`config.mk`:
```
export PLATFORM = sky130hd
export DESIGN_NAME = reg_dest_pipe
export DESIGN_NICKNAME = d
export VERILOG_FILES = /design/src/rtl/reg_dest_pipe_pkg.sv /design/src/rtl/reg_dest_stage.sv /design/src/rtl/reg_dest_pipe.sv
export SDC_FILE = /design/constraint.sdc
export NUM_CORES = 1
export LEC_CHECK = 0
export ABC_AREA = 1
export BUFFER_PORTS_ARGS = -buffer_cell sky130_fd_sc_hd__buf_2
export CAP_MARGIN = 20
export CORE_MARGIN = 5
export CORE_UTILIZATION = 40
export CTS_CLUSTER_SIZE = 24
export DETAILED_ROUTE_END_ITERATION = 12
export PLACE_DENSITY = 0.74
export SETUP_SLACK_MARGIN = 0.02
export SYNTH_ARGS = -nofsm -noshare
export SYNTH_HDL_FRONTEND = slang
export SYNTH_SLANG_ARGS = --single-unit
```
`constraint.sdc`:
```
create_clock -name clk -period 1 [get_ports clk]
set_clock_uncertainty 0.05 [all_clocks]
set_input_delay 0.2 -clock clk [delete_from_list [all_inputs] [get_ports clk]]
set_output_delay 0.2 -clock clk [all_outputs]
set_load 0.05 [all_outputs]
```
`src/rtl/reg_dest_pipe_pkg.sv`:
```
// Shared constants for destination-register selection: register-0 encoding,
// candidate source indices and the select-width helper.
package reg_dest_pipe_pkg;

   localparam int AW_DEF = 3;
   localparam logic [AW_DEF-1:0] REG_ZERO = '0;

   localparam int SRC_RT = 0;
   localparam int SRC_RD = 1;
   localparam int SRC_RA = 2;

   function automatic int sel_width(input int n);
      return (n > 1) ? $clog2(n) : 1;
   endfunction

endpackage

```
`src/rtl/reg_dest_stage.sv`:
```
// One pipeline slot holding {valid, addr}; a bubble load clears both.
module reg_dest_stage #(
   parameter int AW = 3
) (
   input  logic          clk,
   input  logic          rst_n,
   input  logic          i_bubble,
   input  logic          i_vld,
   input  logic [AW-1:0] i_addr,
   output logic          o_vld,
   output logic [AW-1:0] o_addr
);

   logic          r_vld;
   logic [AW-1:0] r_addr;

   always_ff @(posedge clk or negedge rst_n) begin
      if (!rst_n) begin
         r_vld  <= 1'b0;
         r_addr <= '0;
      end else if (i_bubble) begin
         r_vld  <= 1'b0;
         r_addr <= '0;
      end else begin
         r_vld  <= i_vld;
         r_addr <= i_addr;
      end
   end

   assign o_vld  = r_vld;
   assign o_addr = r_addr;

endmodule

```
`src/rtl/reg_dest_pipe.sv`:
```
// Destination-register selector at decode plus a DEPTH-stage tracker of the
// chosen address, driving the register-file write port and hazard matches.
module reg_dest_pipe
   import reg_dest_pipe_pkg::*;
#(
   parameter  int AW       = AW_DEF,
   parameter  int NUM_SRC  = 3,
   parameter  int DEPTH    = 3,
   parameter  int ZERO_SUP = 1,
   localparam int SEL_W    = sel_width(NUM_SRC)
) (
   input  logic                  clk,
   input  logic                  rst_n,
   input  logic [NUM_SRC*AW-1:0] src_addr,
   input  logic [SEL_W-1:0]      sel,
   input  logic                  wr_en_in,
   input  logic                  stall,
   input  logic                  flush,
   input  logic [AW-1:0]         rs_addr,
   input  logic [AW-1:0]         rt_addr,
   output logic [DEPTH*AW-1:0]   stage_addr,
   output logic [DEPTH-1:0]      stage_vld,
   output logic [DEPTH-1:0]      rs_hit,
   output logic [DEPTH-1:0]      rt_hit,
   output logic [AW-1:0]         wb_addr,
   output logic                  wb_en,
   output logic                  sel_err
);

   localparam bit ZS = (ZERO_SUP != 0);

   logic [AW-1:0] w_cand [NUM_SRC];
   logic [AW-1:0] w_d_addr;
   logic          w_sel_ok;
   logic          w_d_vld;
   logic          w_rs_ok;
   logic          w_rt_ok;
   logic          r_sel_err;

   logic          w_stg_vld  [DEPTH];
   logic [AW-1:0] w_stg_addr [DEPTH];
   logic          w_in_vld   [DEPTH];
   logic [AW-1:0] w_in_addr  [DEPTH];
   logic          w_bubble   [DEPTH];

   for (genvar k = 0; k < NUM_SRC; k++) begin : g_cand
      assign w_cand[k] = src_addr[k*AW +: AW];
   end

   // An out-of-range select matches no candidate, leaving address 0 and not-ok.
   always_comb begin
      w_d_addr = '0;
      w_sel_ok = 1'b0;
      for (int k = 0; k < NUM_SRC; k++) begin
         if (sel == SEL_W'(k)) begin
            w_d_addr = w_cand[k];
            w_sel_ok = 1'b1;
         end
      end
   end

   assign w_d_vld = wr_en_in & w_sel_ok & ~(ZS & (w_d_addr == AW'(REG_ZERO)));
   assign w_rs_ok = ~(ZS & (rs_addr == AW'(REG_ZERO)));
   assign w_rt_ok = ~(ZS & (rt_addr == AW'(REG_ZERO)));

   for (genvar g = 0; g < DEPTH; g++) begin : g_stage
      if (g == 0) begin : g_head
         assign w_in_vld[g]  = w_d_vld;
         assign w_in_addr[g] = w_d_addr;
         assign w_bubble[g]  = flush | stall;
      end else if (g == 1) begin : g_squash
         // Flush also kills the instruction that was in stage 0.
         assign w_in_vld[g]  = w_stg_vld[g-1];
         assign w_in_addr[g] = w_stg_addr[g-1];
         assign w_bubble[g]  = flush;
      end else begin : g_shift
         assign w_in_vld[g]  = w_stg_vld[g-1];
         assign w_in_addr[g] = w_stg_addr[g-1];
         assign w_bubble[g]  = 1'b0;
      end

      reg_dest_stage #(.AW(AW)) u_stage (
         .clk      (clk),
         .rst_n    (rst_n),
         .i_bubble (w_bubble[g]),
         .i_vld    (w_in_vld[g]),
         .i_addr   (w_in_addr[g]),
         .o_vld    (w_stg_vld[g]),
         .o_addr   (w_stg_addr[g])
      );

      assign stage_addr[g*AW +: AW] = w_stg_addr[g];
      assign stage_vld[g]           = w_stg_vld[g];
      assign rs_hit[g] = w_stg_vld[g] & (w_stg_addr[g] == rs_addr) & w_rs_ok;
      assign rt_hit[g] = w_stg_vld[g] & (w_stg_addr[g] == rt_addr) & w_rt_ok;
   end

   always_ff @(posedge clk or negedge rst_n) begin
      if (!rst_n) r_sel_err <= 1'b0;
      else        r_sel_err <= wr_en_in & ~w_sel_ok & ~flush & ~stall;
   end

   assign sel_err = r_sel_err;
   assign wb_addr = w_stg_addr[DEPTH-1];
   assign wb_en   = w_stg_vld[DEPTH-1];

endmodule
```
==> results.py, run 1 <==
metrics = {
    "status": {
        "status": "complete, but fails checks",
        "violations": "negative setup slack",
    },
    "place": {
        "dp.cells": 186,
        "dp_hpwl_mm": 2.03,
        "port_buffers": 44,
        "gp_congestion": 0.873,
        "place_area_sq_um": 1220,
    },
    "synth": {
        "syn_avg_cell_area_sq_um": 7.57,
        "ys_top_cells_by_area": "dfrtp_1 (41%), o211ai_1 (11%), nand2_1 (10%)",
        "synthCells": 105,
        "synth_fp_nets": 127,
        "synth.distinct_cells": 12,
        "synth_area_sq_um": 795,
        "yosysSeqAreaShare": 0.409,
        "synth.ff_latch_count": 13,
        "yosysWarnings": 0,
        "yosys.area.top_type": "dfrtp_1",
        "synth_top_area_frac": 0.409,
    },
    "clock_tree": {
        "clk_latency_ps": 270,
        "cts_buffers": 3,
        "cts-root-buf": "clkbuf_4",
        "path_clk_slew_ps": 70,
        "cts_tree": "built",
        "htreeDepth": 1,
        "cts.path.max_buffers": 2,
        "clock-sinks": 13,
    },
    "critical_path": {
        "arrival_ps": 1320,
        "crit_required_ps": 750,
        "criticalPathCategory": "reg -> out",
        "startpoint_type": "flop",
        "crit_path_max_fanout": 3,
        "cp-end-kind": "primary output",
    },
    "timing": {
        "worst_slack_ps": -571,
        "fin_crit_ps": 1570,
        "slew_headroom": 0.785,
        "clock.fmax_mhz": 637,
        "hold_viol_final": 0,
        "rsz0062_at_grt": "yes",
        "drv_slew": 0,
        "tightest_slew_ps": 321,
        "setup-violations-final": 23,
        "timing.final.crit_share": 1.57,
    },
    "floorplan": {
        "fp.dieH_um": 54.6,
        "initial_core_util": 0.413,
        "coreArea_sq_um": 1920,
        "dieArea_sq_um": 2980,
        "die_w_um": 54.6,
        "num_rows": 16,
        "ios": 45,
    },
    "finish": {
        "register_area_sq_um": 338,
        "diodes": 0,
        "final_cells": 198,
        "fin_util": 0.806,
        "fin_nets": 194,
        "areaGrowthSynthToFinish_pct": 95.0,
        "design_area_sq_um": 1550,
        "drive_gt1_frac": 0.550,
        "multiInputGateArea_sq_um": 439,
        "fill_cells": 140,
    },
    "routing": {
        "initialDrtViolationCount": 10,
        "ant_nets": 0,
        "finalWirelength_mm": 2.64,
        "vias": 960,
        "drc": 0,
        "avgViaCountPerCell": 4.85,
        "avgRoutedWirePerCell_um": 13.3,
        "drt-pass1-iter-count": 4,
    },
    "global_route": {
        "grt_antenna_before_repair": 0,
        "grt_util_all_layers": 0.209,
        "grt_overflow_total": 0,
        "grt_pass1_wl_mm": 4.35,
        "grt_max_degree": 14,
        "grt_pass1_vias": 1007,
    },
    "power": {
        "power_density_nw_per_um2": 823,
        "leakagePower_nw": 0.787,
        "max-vdd-ir-drop_uv": 826,
    },
    "worst_hold_path": {
        "min-delay-path-class": "in -> reg",
    },
    "flow_run": {
        "maxCapViolations": 0,
    },
}
-- critical path, cell delays in order (launching register included) --
cell and delay [ps]:
dfrtp_2 440, xor2_1 190, nor3_4 240, buf_6 190
-- layout by cell type (no fill, tap or decap), types with 2 or more instances in the layout --
cell,n
inv_1,13
buf_2,21
inv_2,5
dfrtp_1,3
xor2_1,4
clkbuf_4,3
nor2_1,11
buf_6,19
o211ai_1,12
buf_8,15
nor3_4,6
dfrtp_2,10
nand3_1,8
xor2_2,2
nand2_1,22
buf_4,12
-- power breakdown --
group,internal (mW),leakage (nW),switching [mW],total [mW]
sequential,0.542,0.163,0.0206,0.562
clock,0.155,0.0150,0.158,0.313
combinational,0.172,0.609,0.228,0.400
-- per-stage QoR --
stage | setup WS (ps) | setup TNS (ps) | total power, mW | hold slack, ps
2_1_floorplan | -470 | -2830 | 0.760 | -146
6_report | -571 | -7080 | 1.27 | 114
3_5_place_dp | -399 | -2140 | 0.898 | 52.5
4_1_cts | -558 | -6920 | 1.26 | 109
5_1_grt | -640 | -8110 | 1.35 | 129
3_3_place_gp | -353 | -2050 | 0.893 | 47.4
-- per-layer routing --
layer,share of wire,routed length [um],global-route usage,vias up
li1,-,-,-,469
met1,0.37,976,0.232,454
met2,0.55,1460,0.388,31
met3,0.060,158,0.0463,6
met4,0.018,48,0.0664,0
met5,0,0,0,-
-- cells by family after synthesis --
logic type             Yosys count  share of synthesized area
AND/OR/NAND/NOR                 48                      0.257
buffers and inverters           24                      0.142
AO/OA/AOI/OAI                   14                      0.126
flip-flops                      13                      0.409
XOR/XNOR                         6                     0.0661
-- worst paths after layout --
check / from / endpoint / slack, ps / cells after the start
max in group asynchronous: rst_n / g_stage[2].u_stage.o_addr[0] / 360 / 2
setup reg to reg: g_stage[0].u_stage.o_vld / g_stage[1].u_stage.o_vld / 90 / 4
hold / removal: wr_en_in / sel_err / 110 / 3
hold reg to reg: g_stage[1].u_stage.o_addr[1] / g_stage[2].u_stage.o_addr[1] / 410 / 0
min in group asynchronous: rst_n / g_stage[1].u_stage.o_addr[1] / 290 / 2
setup / recovery: g_stage[2].u_stage.o_addr[1] / rt_hit[2] / -570 / 3
-- flip-flops by register name (all words and copies together) (netlist names) --
signal	flops
g_stage.u_stage.o_vld	3
sel_err	1
g_stage.u_stage.o_addr	9
-- area by class of cell --
cell class	count	share of cell area
inverter	18	0.0436
tap	27	0.0218
timing repair buffer	68	0.416
multi-input combinational	68	0.284
sequential	13	0.218
clock buffer	4	0.0170
-- Yosys cell counts --
master	instances
a21oi_1	1
buf_4	6
dfrtp_1	13
inv_1	18
nand2_1	22
nand3_1	8
nor2_1	11
nor3_1	6
nor3_2	1
o211ai_1	12
o21ai_0	1
xor2_1	6
-- repair_timing --
| action | in CTS | in global routing |
|---|---|---|
| buffers inserted | 4 | 6 |
| cloned | 0 | 0 |
| gates resized for setup | 64 | 12 |
| setup endpoints to repair | 23 | 23 |
| hold buffers | 1 | 0 |
| endpoints found under the hold margin | 13 | 0 |
| pin swaps | 9 | 3 |
(Power assumes the default switching activity.)
==> run 2, diff against run 1 <==
CORE_MARGIN = 8   (was 5)
CTS_BUF_LIST = sky130_fd_sc_hd__clkbuf_16   (was unset)
PLACE_DENSITY = 0.8   (was 0.74)
==> results.py, run 2 (synthesis gave the netlist of run 1 again) <==
metrics = {
    "status": {
        "status": "complete, but fails checks",
        "violations": "negative setup slack",
    },
    "finish": {
        "multiInputGateArea_sq_um": 444,
        "drive_gt1_frac": 0.567,
        "register_area_sq_um": 338,
        "fill_cells": 104,
        "final_cells": 199,
        "mostFrequentLayoutCells": "buf_2 (21), buf_6 (21), nand2_1 (20)",
        "fin_nets": 194,
        "areaGrowthSynthToFinish_pct": 104,
        "largest_register_ffs": 9,
        "design_area_sq_um": 1620,
    },
    "place": {
        "gp_congestion": 0.967,
        "place_ws_ps": -394,
        "place_area_sq_um": 1230,
        "dp_hpwl_mm": 2.22,
        "port_buffers": 44,
        "dp.cells": 188,
    },
    "power": {
        "finalPower_mw": 1.75,
        "leakagePower_nw": 0.818,
        "max-vdd-ir-drop_uv": 1250,
        "power_density_nw_per_um2": 1080,
    },
    "worst_hold_path": {
        "min-delay-path-class": "in -> reg",
    },
    "timing": {
        "setup-violations-final": 23,
        "drv_slew": 0,
        "hold_viol_final": 0,
        "timing.final.crit_share": 1.55,
        "fin_crit_ps": 1550,
        "slew_headroom": 0.761,
        "tightest_slew_ps": 356,
        "rsz0062_at_grt": "yes",
        "clock.fmax_mhz": 645,
        "worst_slack_ps": -552,
        "whs_ps": 132,
    },
    "routing": {
        "ant_nets": 0,
        "drt-pass1-iter-count": 4,
        "drc": 0,
        "avgViaCountPerCell": 5.27,
        "initialDrtViolationCount": 39,
        "avgRoutedWirePerCell_um": 18.9,
        "vias": 1049,
        "finalWirelength_mm": 3.75,
    },
    "floorplan": {
        "fp.dieH_um": 60.6,
        "coreArea_sq_um": 1920,
        "dieArea_sq_um": 3670,
        "die_w_um": 60.6,
        "ios": 45,
        "num_rows": 16,
        "initial_core_util": 0.413,
    },
    "critical_path": {
        "crit_required_ps": 750,
        "startpoint_type": "flop",
        "arrival_ps": 1300,
        "cp-end-kind": "primary output",
        "crit_path_max_fanout": 4,
        "criticalPathCategory": "reg -> out",
    },
    "clock_tree": {
        "htreeDepth": 1,
        "cts-root-buf": "clkbuf_16",
        "clock-sinks": 13,
        "cts_tree": "built",
        "cts_buffers": 3,
        "path_clk_slew_ps": 50,
        "clk_latency_ps": 250,
        "cts.path.max_buffers": 2,
    },
    "global_route": {
        "grt_pass1_wl_mm": 5.12,
        "grt_antenna_before_repair": 0,
        "grt_overflow_total": 0,
        "grt_util_all_layers": 0.195,
        "grt_pass1_vias": 1097,
        "grt_max_degree": 14,
    },
    "flow_run": {
        "maxCapViolations": 0,
    },
}
-- run 2: repair_timing --
action | in CTS | in global routing
endpoints found under the hold margin | 13 | 0
hold buffers | 1 | 0
pin swaps | 7 | 8
setup buffers | 5 | 3
endpoints found under the setup margin | 23 | 23
gates resized for setup | 66 | 14
-- run 2: routing by layer --
layer  part of all wire  GRT usage  routed length, um
met1               0.38      0.193               1420
met2               0.51      0.354               1930
met3              0.071     0.0445                266
met4              0.036      0.130                135
met5                  0          0                  0
-- run 2: per-stage QoR --
step	setup TNS, ps	utilization
after global placement	-1980	0.642
after CTS	-6140	0.813
after floorplan	-2830	-
after global routing	-7320	0.842
final	-6780	0.844
after detailed placement	-2230	0.642
-- run 2: worst paths after layout --
| path | to | cells past startpoint | slack, ps | start |
|---|---|---|---|---|
| max | rs_hit[1] | 4 | -550 | g_stage[1].u_stage.o_addr[0] |
| min | sel_err | 3 | 130 | wr_en_in |
| max reg2reg | g_stage[2].u_stage.o_addr[2] | 3 | 60 | g_stage[1].u_stage.o_addr[2] |
| min reg2reg | g_stage[2].u_stage.o_addr[1] | 1 | 510 | g_stage[1].u_stage.o_addr[1] |
| max in group asynchronous | g_stage[2].u_stage.o_addr[2] | 2 | 300 | rst_n |
| min in group asynchronous | g_stage[2].u_stage.o_vld | 2 | 350 | rst_n |
-- run 2: power by group --
part | total [mW] | switching [mW] | internal [mW] | leakage [nW]
sequential | 0.566 | 0.0217 | 0.544 | 0.163
clock | 0.762 | 0.234 | 0.528 | 0.0423
combinational | 0.423 | 0.249 | 0.173 | 0.613
-- run 2: cell type report --
type | count | area share
repair buffers | 68 | 0.405
diodes | 1 | 0.00154
clock inverters | 1 | 0.00231
clock buffers | 3 | 0.0463
inverters | 18 | 0.0417
multi-input cells | 68 | 0.274
flip-flops and latches | 13 | 0.208
well taps | 27 | 0.0208
-- run 2: worst max-delay path, cell delays in order, from the launching register on --
cell,delay (ps)
dfrtp_2,440
inv_2,70
o211ai_1,140
nor3_4,220
buf_6,180
==> run 3, diff against run 2 <==
REMOVE_ABC_BUFFERS = 1   (was unset)
TNS_END_PERCENT = 20   (was unset)
==> results.py, run 3 (synthesis gave the netlist of run 1 again) <==
metrics = {
    "timing": {
        "worst_slack_ps": -583,
        "fin_crit_ps": 1580,
        "rsz0062_at_grt": "yes",
        "hold_viol_final": 0,
        "setup-violations-final": 23,
        "drv_slew": 0,
        "timing.final.crit_share": 1.58,
        "slew_headroom": 0.809,
        "tightest_slew_ps": 286,
        "clock.fmax_mhz": 632,
    },
    "finish": {
        "mostFrequentLayoutCells": "buf_4 (24), nand2_1 (22), buf_2 (21)",
        "drive_gt1_frac": 0.450,
        "design_area_sq_um": 1400,
        "areaGrowthSynthToFinish_pct": 76.1,
        "fill_cells": 140,
        "final_common_cell": "buf_4",
        "fin_util": 0.728,
        "multiInputGateArea_sq_um": 364,
        "diodes": 0,
        "final_cells": 196,
        "fin_nets": 192,
        "register_area_sq_um": 327,
        "largest_register_ffs": 9,
    },
    "critical_path": {
        "regToRegStartpoint": "g_stage[0].u_stage.o_addr[1]",
        "critPathLaunch": "g_stage[1].u_stage.o_addr[2]",
        "cp-end-kind": "primary output",
        "crit_required_ps": 750,
        "cp_top_family": "flip-flops",
        "cp.buffers_inverters": 2,
        "crit_path_max_fanout": 4,
        "slowest_stage": "dfrtp_1",
        "worstPathCellList": "inv_2 > nand2_1 > o211ai_1 > nor3_1 > buf_4",
        "cpPeakStageDelay_ps": 410,
        "arrival_ps": 1330,
        "startpoint_type": "flop",
        "criticalPathCategory": "reg -> out",
    },
    "power": {
        "leakagePower_nw": 0.757,
        "max-vdd-ir-drop_uv": 882,
        "combPwrFrac": 0.215,
        "power_density_nw_per_um2": 1170,
        "p_seq_frac": 0.342,
        "p_sw_frac": 0.257,
        "pwr-share-clk": 0.443,
        "netSwitchingPower_mw": 0.420,
        "intPower_mw": 1.21,
        "finalPower_mw": 1.63,
    },
    "floorplan": {
        "die_w_um": 60.6,
        "dieArea_sq_um": 3670,
        "ios": 45,
        "num_rows": 16,
        "fp.dieH_um": 60.6,
        "initial_core_util": 0.413,
        "coreArea_sq_um": 1920,
    },
    "clock_tree": {
        "cts-root-buf": "clkbuf_16",
        "path_clk_slew_ps": 40,
        "cts.path.max_buffers": 2,
        "cts_buffers": 3,
        "cts_tree": "built",
        "clock-sinks": 13,
        "clk_latency_ps": 240,
        "htreeDepth": 1,
    },
    "place": {
        "port_buffers": 44,
        "place_ws_ps": -328,
        "dp.cells": 187,
        "place_area_sq_um": 1130,
        "dp_hpwl_mm": 1.99,
        "gp_congestion": 1.01,
    },
    "routing": {
        "avgViaCountPerCell": 4.92,
        "ant_nets": 0,
        "vias": 964,
        "finalWirelength_mm": 2.74,
        "drt-pass1-iter-count": 6,
        "initialDrtViolationCount": 33,
        "drc": 0,
        "avgRoutedWirePerCell_um": 14.0,
    },
    "status": {
        "status": "complete, but fails checks",
        "violations": "negative setup slack",
    },
    "global_route": {
        "grt_overflow_total": 0,
        "grt_util_all_layers": 0.159,
        "grt_pass1_wl_mm": 4.47,
        "grt_antenna_before_repair": 0,
        "grt_pass1_vias": 1060,
        "grt_max_degree": 14,
    },
    "flow_run": {
        "maxCapViolations": 0,
    },
    "worst_hold_path": {
        "min-delay-path-class": "in -> reg",
        "hold_path.startpoint": "wr_en_in",
    },
}
run 3: cell types whose count changed in the layout (fill, tap and decap cells not counted), moves of 3 or more:
| cell | change |
|---|---|
| nor3_1 | +5 |
| dfrtp_1 | +9 |
| buf_8 | -12 |
| buf_6 | -3 |
| nor3_4 | -6 |
| buf_4 | +14 |
| dfrtp_2 | -9 |
run 3: power groups by stage:
stage               registers, mW  logic (mW)  clock network, mW
CTS                         0.558       0.341              0.743
finish                      0.559       0.351              0.725
detailed placement          0.565       0.298                  0
global route                0.561       0.380              0.762
floorplan                   0.628      0.0899                  0
global placement            0.564       0.291                  0
run 3: cell type report:
class	count	share of cell area
clock inverter	1	0.00268
tap	27	0.0242
multi-input combinational	68	0.260
clock buffer	3	0.0537
inverter	18	0.0483
timing repair buffer	66	0.377
sequential	13	0.233
run 3: what timing repair did:
| action | CTS | global route |
|---|---|---|
| pin swaps | 5 | 2 |
| resized for setup | 43 | 9 |
| endpoints found under the hold margin | 13 | 0 |
| hold buffers | 1 | 0 |
| buffers inserted | 4 | 0 |
| endpoints found under the setup margin | 23 | 24 |
run 3: stage by stage:
| stage | TNS, ps | hold WS, ps |
|---|---|---|
| 3_5_place_dp | -1840 | 52.5 |
| 3_3_place_gp | -1730 | 46.1 |
| 2_1_floorplan | -9600 | -146 |
| 6_report | -6370 | 142 |
| 4_1_cts | -6220 | 142 |
| 5_1_grt | -7220 | 150 |
run 3: worst register-to-register path, stage by stage (launching register included):
cell	delay, ps
dfrtp_1	410
buf_4	150
buf_4	130
inv_1	50
nor2_1	30
run 3: worst paths after layout:
kind	to	slack, ps	cells after the start
max in group asynchronous	g_stage[1].u_stage.o_addr[0]	330	2
hold reg to reg	g_stage[2].u_stage.o_addr[0]	410	0
setup / recovery	rt_hit[1]	-580	5
min in group asynchronous	g_stage[2].u_stage.o_addr[2]	330	2
hold / removal	sel_err	140	3
setup reg to reg	g_stage[1].u_stage.o_addr[1]	80	4
run 3: per-layer routing:
metal	part of all wire	global-route usage	vias up
met2	0.51	0.302	51
li1	-	-	462
met1	0.39	0.147	444
met5	0	0	-
met4	0.021	0.0864	0
met3	0.085	0.0466	7
